<file path="src/rtl/shift_pkg.sv">
// Shared definitions for the serial shift datapath: deserializer FSM states
// and the default word width used on both sides of the serial link.
package shift_pkg;

    // Deserializer frame-tracking states
    typedef enum logic [1:0] {
        IDLE    = 2'd0,
        COLLECT = 2'd1,
        DRAIN   = 2'd2
    } deser_state_t;

    // Default parallel word width and its counter sizing exponent
    localparam int DEFAULT_TO     = 32;
    localparam int DEFAULT_LOG2TO = 5;

endpackage

</file>
<file path="src/rtl/deser_out_buf.sv">
// Single-entry output holding register with valid/ready handshake.
// A completed word is accepted when the slot is empty or is being drained in
// the same cycle; otherwise the new word is dropped and an overflow pulse is
// raised for one cycle while the held word stays untouched.
module deser_out_buf #(
    parameter int TO = 32
) (
    input  logic          clk,
    input  logic          reset,
    input  logic          word_valid,
    input  logic [TO-1:0] word_data,
    input  logic          ready_i,
    output logic [TO-1:0] data_o,
    output logic          valid_o,
    output logic          overflow_o
);

    logic [TO-1:0] data_reg;
    logic          valid_reg;
    logic          overflow_reg;

    // Load, hold or drain the output word; flag a dropped word next cycle
    always_ff @(posedge clk or posedge reset) begin
        if (reset) begin
            data_reg     <= '0;
            valid_reg    <= 1'b0;
            overflow_reg <= 1'b0;
        end else begin
            overflow_reg <= 1'b0;
            if (word_valid) begin
                if (!valid_reg || ready_i) begin
                    data_reg  <= word_data;
                    valid_reg <= 1'b1;
                end else begin
                    overflow_reg <= 1'b1;
                end
            end else if (valid_reg && ready_i) begin
                // data_reg keeps its last value after the transfer
                valid_reg <= 1'b0;
            end
        end
    end

    assign data_o     = data_reg;
    assign valid_o    = valid_reg;
    assign overflow_o = overflow_reg;

endmodule

</file>
<file path="src/rtl/shift_deserializer.sv">
// Serial-to-parallel converter. Bits arrive MSB first while valid_i is high;
// a frame that reaches TO bits produces one word, extra trailing bits are
// swallowed in DRAIN, and a frame that ends early raises frame_err_o.
module shift_deserializer
    import shift_pkg::*;
#(
    parameter int TO     = DEFAULT_TO,
    parameter int LOG2TO = DEFAULT_LOG2TO
) (
    input  logic          clk,
    input  logic          reset,
    input  logic          data_i,
    input  logic          valid_i,
    input  logic          ready_i,
    output logic [TO-1:0] data_o,
    output logic          valid_o,
    output logic          overflow_o,
    output logic          frame_err_o
);

    localparam logic [LOG2TO:0] COUNT_ONE  = (LOG2TO+1)'(1);
    localparam logic [LOG2TO:0] LAST_COUNT = (LOG2TO+1)'(TO - 1);

    deser_state_t    state_reg;
    logic [TO-1:0]   sr_reg;
    logic [LOG2TO:0] count_reg;
    logic            frame_err_reg;

    logic            word_done;
    logic [TO-1:0]   word_next;

    // The word completes on the edge that samples the TO-th bit, so the
    // output buffer is fed combinationally to give one cycle of latency.
    assign word_next = {sr_reg[TO-2:0], data_i};
    assign word_done = (state_reg == COLLECT) && valid_i && (count_reg == LAST_COUNT);

    // Frame FSM, bit counter and shift register
    always_ff @(posedge clk or posedge reset) begin
        if (reset) begin
            state_reg     <= IDLE;
            sr_reg        <= '0;
            count_reg     <= '0;
            frame_err_reg <= 1'b0;
        end else begin
            frame_err_reg <= 1'b0;
            case (state_reg)
                IDLE: begin
                    if (valid_i) begin
                        sr_reg    <= {{(TO-1){1'b0}}, data_i};
                        count_reg <= COUNT_ONE;
                        state_reg <= COLLECT;
                    end
                end
                COLLECT: begin
                    if (valid_i) begin
                        sr_reg    <= word_next;
                        count_reg <= count_reg + COUNT_ONE;
                        if (count_reg == LAST_COUNT) begin
                            state_reg <= DRAIN;
                        end
                    end else begin
                        // Frame ended short: drop the partial word
                        sr_reg        <= '0;
                        count_reg     <= '0;
                        frame_err_reg <= 1'b1;
                        state_reg     <= IDLE;
                    end
                end
                DRAIN: begin
                    if (!valid_i) begin
                        sr_reg    <= '0;
                        count_reg <= '0;
                        state_reg <= IDLE;
                    end
                end
                default: begin
                    sr_reg    <= '0;
                    count_reg <= '0;
                    state_reg <= IDLE;
                end
            endcase
        end
    end

    deser_out_buf #(
        .TO(TO)
    ) u_out_buf (
        .clk        (clk),
        .reset      (reset),
        .word_valid (word_done),
        .word_data  (word_next),
        .ready_i    (ready_i),
        .data_o     (data_o),
        .valid_o    (valid_o),
        .overflow_o (overflow_o)
    );

    assign frame_err_o = frame_err_reg;

endmodule

</file>
<file path="config.mk">
export PLATFORM = sky130hd
export DESIGN_NAME = shift_deserializer
export DESIGN_NICKNAME = d
export VERILOG_FILES = /design/src/rtl/shift_pkg.sv /design/src/rtl/deser_out_buf.sv /design/src/rtl/shift_deserializer.sv
export SDC_FILE = /design/constraint.sdc
export NUM_CORES = 1
export LEC_CHECK = 0
export ABC_CLOCK_PERIOD_IN_PS = 2300
export BUFFER_PORTS_ARGS = -buffer_cell sky130_fd_sc_hd__buf_2
export CORE_MARGIN = 1
export CORE_UTILIZATION = 56
export CTS_CLUSTER_DIAMETER = 80
export DETAILED_ROUTE_END_ITERATION = 8
export PLACE_DENSITY = 0.83
export SLEW_MARGIN = 30
export SYNTH_ARGS = -nofsm -noshare
export SYNTH_HDL_FRONTEND = slang
export SYNTH_HIERARCHICAL = 1
export SYNTH_SLANG_ARGS = --single-unit
</file>
<file path="constraint.sdc">
create_clock -name clk -period 2.3 [get_ports clk]
set_input_delay 0 -clock clk [delete_from_list [all_inputs] [get_ports clk]]
set_output_delay 0 -clock clk [all_outputs]
set_load 0.05 [all_outputs]
</file>
======== Word-level counts from Yosys, hierarchy flattened ========
Cells that the tools add are included.
word-level totals
  bits of input ports ..................... 5
  output and inout bits ................... 35
  RAM bits ................................ 0
  latch bits .............................. 0
  memory bits (read-only) ................. 0
  memories ................................ 0
  bits in registers ....................... 74
operators by class
  reduce and logical (&&, ||, !) cells .... 11
  divide/modulo/power cells ............... 0
  magnitude comparators ................... 0
  add/sub/neg operators ................... 1
  mux-type cells .......................... 20
  $mul .................................... 0
  bitwise logic cells ..................... 0
  equal/unequal tests ..................... 7
  shift-type cells ........................ 0
operators by type and width
  operator                                                                 number
  31-bit two-way mux                                                       3
  31-bit one-hot mux with 3 select lines                                   1
  6-bit two-way mux                                                        3
  6-bit one-hot mux with 3 select lines                                    1
  2-bit two-way mux                                                        4
  1-bit two-way mux                                                        7
  6-bit by 1-bit adder with 6-bit output, second input constant            1
  6-bit by 5-bit == test with 1-bit output, second input constant          1
  2-bit inequality test, second input constant                             3
  2-bit one-hot mux with 3 select lines                                    1
  2-bit AND reduction                                                      3
  1-bit logical AND                                                        3
  3-bit by 2-bit inequality test with 1-bit output, second input constant  1
  3-bit AND reduction                                                      1
  2-bit by 1-bit == test with 1-bit output, second input constant          1
  2-bit == test, second input constant                                     1
  2-bit zero test                                                          1
  2-bit nonzero test                                                       1
  1-bit zero test                                                          1
  1-bit logical OR                                                         1

======== Depth between registers and ports, before layout ========
  depth after elaboration ................. 5
  depth in mapped cells ................... 6

======== Cells and area by module ========
Netlist, hierarchy kept.
by module, submodules not included
  module              times used  seq. area each (µm²)  cells an instance  area each (µm²)
  shift_deserializer  1           1001.0                117                1582.8
  deser_out_buf       1           850.8                 75                 1423.9

======== Worst setup path before layout ========
Ideal clock, no wire load.
  path kind ............................... register to register
  from .................................... register count_reg[0]
  to ...................................... register u_out_buf.data_reg[0], in the netlist u_out_buf/data_o[0]
  path buffers ............................ 1
  stages on the path, launching flop included .. 7
  path slack .............................. 0.357 ns
  library setup time ...................... 0.125 ns
  arrival time ............................ 1.818 ns
  path through ............................ dfrtp_1 -> ha_1 -> nand3_1 -> nor4_1 -> nand2_4 -> buf_12 -> mux2_4
on the way
  cells in the longest elaborated chain, start to end .. 3
ends and longest elaborated chain
  item                                      line                      text
  from (decl)                               shift_deserializer.sv:26  logic [LOG2TO:0] count_reg;
  from (signal assigned)                    shift_deserializer.sv:57  count_reg <= count_reg + COUNT_ONE;
  6-bit by 5-bit == test with 1-bit output  shift_deserializer.sv:35  assign word_done = (state_reg == COLLECT) && valid_i && (count_reg == LAST_COUNT);
  1-bit logical AND                         shift_deserializer.sv:35
  named net word_done                       shift_deserializer.sv:29  logic word_done;
  2-bit AND reduction (no source line)      --
  to (signal assigned)                      deser_out_buf.sv:32       data_reg <= word_data;
  to (decl)                                 deser_out_buf.sv:18       logic [TO-1:0] data_reg;
The timed path passes the listed nets, and every way through them passes these cells.
A chain may end at the register's enable or synchronous reset.

======== Worst setup path after layout ========
  from .................................... register count_reg[0]
  to ...................................... register u_out_buf.data_reg[21], in the netlist u_out_buf/data_o[21]
Same word-level chain as after synthesis.

==> metrics <==
H-tree lvl count 3; Hold Vio Cnt, Final 0; CTS Buf Count 9; LEAKAGE 0.00191 uW; ranking of synthesized cells by area dfrtp_1 (62%), mux2_4 (15%), a22o_1 (9.6%), buf_12 (2.0%), buf_6 (1.1%); Post-Synth Simple-Gate Area 5.08%; Slew headroom 45.5%; DRT Wirelength 5.18 mm; crit path cell chain ha_1 > nand3_1 > nor4_1 > buf_4 > nand2_4 > buf_12 > mux2_4; Die H about 75 microns; Critical Setup Path Class flip-flop to flip-flop; CP startpoint kind flip-flop; final setup violating endpoints 0; Post-Syn Area between 3000 and 4000 sq um; Avg WL per Cell 16.2 microns; post-route ant nets 0; final instance area 3510 sq um; most common cell after layout, fill and taps aside dfrtp_1; CTS sink count 74; die width between 70 and 80 microns; Yosys warning count 6; fmax 0.519 GHz; largest net degree at the start of global routing 33; first-pass GRT wire length roughly 8.4 mm; Synth Area in XOR/XNOR 0.583%; Largest register FFs 32; I/O Pins 40; status finished clean; dpl hpwl 3.38 mm; ratio of cells with drive above 1 in the final layout 40.2%; post-layout util 68.2%; die area 5670 sq um; TritonCTS clock tree built; vias in the first global route 1,712; largest family of logic cells by synthesized area multiplexers; Yosys cell types 32; Area Overhead vs Synth 16.6%; post-synthesis adder-cell area fraction less than 1%; grt ovf 0; most frequent cells in the layout dfrtp_1 (74), buf_2 (39), a22o_1 (33), mux2_4 (30), clkbuf_8 (10); mux contribution to synthesized area 16.1%; Avg Synthesized Cell Area between 15 and 20 sq um; via density per instance ~5.5; worst skew pair latency 0.34 ns; leading area contributor after synthesis dfrtp_1; Via Count approximately 1.8k; Final #Nets 250; total cell area at the placement stage 3250 sq um; sequential element share of the synthesized area 61.6%; Worst path slowest cell dfrtp_1; RSZ-0062 raised after global routing false; Tcrit/Tclk final 83.7%; CP max stage delay 0.40 ns; initial core utilization 58.5%; DR pass1 iterations 4; Worst Path Required roughly 2.5 ns; GP Congestion 0.821; Port Buffer Count 39; gr usage total around a fifth; critical-path maximum fanout 32; Initial DRC Count between 150 and 200; Mapped Cells between 150 and 200; syn_nets 198; Synth Area in Compound Gates between 10 and 15%; total of max-cap violations 0; post-synth top area share slightly above 60%; ant diodes 0; Post CTS Setup Buffer Count 0; Worst Max-Slew Pin Slew between 0.8 and 0.9 ns; Max Buffers Root-to-Sink 2; Setup TNS 0 ns; Core Region 5140 sq um; DRC 0; #FFs+latches synth 74; Arrival @ worst endpoint roughly 2.2 ns; row count 26; Final Max Tran Viols 0; VDD IR max 0.374 mV; Clock Pin Slew Worst Setup and Hold Paths 0.08 ns; Hold Crit Class input pin to async pin; antenna violations before repair 0; skew final 0.00489 ns; power density over cell area 721 nW/um^2; Root Buffer clkbuf_8; CP endpoint kind flip-flop; Final Critical Period between 1.5 and 2 ns
## Yosys cell counts
| cell type | number |
|---|---|
| a22o_1 | 33 |
| a22oi_1 | 2 |
| a31oi_1 | 1 |
| and2b_4 | 1 |
| and3b_1 | 1 |
| buf_12 | 3 |
| buf_2 | 4 |
| buf_6 | 3 |
| dfrtp_1 | 74 |
| ha_1 | 1 |
| inv_1 | 6 |
| inv_2 | 1 |
| mux2_2 | 2 |
| mux2_4 | 30 |
| mux2i_1 | 1 |
| nand2_1 | 6 |
| nand2_4 | 1 |
| nand2b_1 | 1 |
| nand2b_4 | 1 |
| nand3_1 | 3 |
| nor2_1 | 3 |
| nor2b_1 | 1 |
| nor2b_2 | 1 |
| nor3_1 | 2 |
| nor3_4 | 1 |
| nor4_1 | 2 |
| o21a_1 | 1 |
| o21ai_0 | 1 |
| o22ai_1 | 1 |
| o2bb2ai_1 | 1 |
| o41a_1 | 1 |
| xnor2_1 | 2 |
## metal layers
metal,global-route usage (%),share of wire (%),vias to the layer above
met2,31.4,47,51
met5,0,0,-
met1,28.2,48,894
met4,11.1,1.9,0
li1,-,-,811
met3,4.15,3.2,10
## critical path, delay by kind of cell, from the launching register on
kind / cells / cell delay, ns
AND/OR/NAND/NOR: 3 / 0.51
flip-flops: 1 / 0.40
buffers and inverters: 2 / 0.34
multiplexers: 1 / 0.32
adder cells (fa/ha/maj): 1 / 0.21
## cell families after synthesis
| group | count (synthesis) |
|---|---|
| DFF | 74 |
| AOI/OAI and AO/OA | 41 |
| muxes | 33 |
| and+or+nand+nor | 24 |
| buffers and inverters | 17 |
| xor gates and xnor gates | 2 |
| adders and majority gates | 1 |
## what timing repair did
item,4_1_cts,5_1_grt
endpoints found under the hold margin,38,0
hold buffers,4,0
gates resized for setup,0,0
## power breakdown
part / total (uW) / internal, uW / switching, uW / leakage [uW]
combinational: 103 / 33.9 / 69.1 / 0.000771
clock: 1100 / 637 / 460 / 0.000109
sequential: 1330 / 1310 / 14.4 / 0.00102
## metrics by stage
stage	power [uW]	hold WS, ns	cells	setup WS [ns]
final	2530	0.267	319	0.374
after global routing	2620	0.318	319	0.312
after CTS	2550	0.263	319	0.416
after detailed placement	1450	0.0725	299	0.427
after global placement	1450	0.0460	299	0.484
after floorplan	1420	0.0651	192	0.357
## path summary, 6_finish.rpt
kind / start / end / slack (ns) / cells after the start
worst max register to register: count_reg[0]$_DFFE_PP0P_ / u_out_buf/data_o[21]$_DFFE_PP0P_ / 0.37 / 7
worst min-delay path: reset / sr_reg[9]$_DFFE_PP0P_ / 0.27 / 3
max in group asynchronous: reset / u_out_buf/data_o[26]$_DFFE_PP0P_ / 1.21 / 4
worst max-delay path: count_reg[0]$_DFFE_PP0P_ / u_out_buf/data_o[21]$_DFFE_PP0P_ / 0.37 / 7
worst min register to register: u_out_buf/data_o[11]$_DFFE_PP0P_ / u_out_buf/data_o[11]$_DFFE_PP0P_ / 0.51 / 1
min in group clk: data_i / u_out_buf/data_o[0]$_DFFE_PP0P_ / 0.46 / 3
## cell type report
type,count,area [sq um]
timing repair buffer,51,308
clock inverter,5,77.6
clock buffer,11,141
tap,70,87.6
fill,357,1630
multi-input combinational,101,1010
sequential,74,1850
inverter,7,26.3
(Power assumes the default switching activity.)
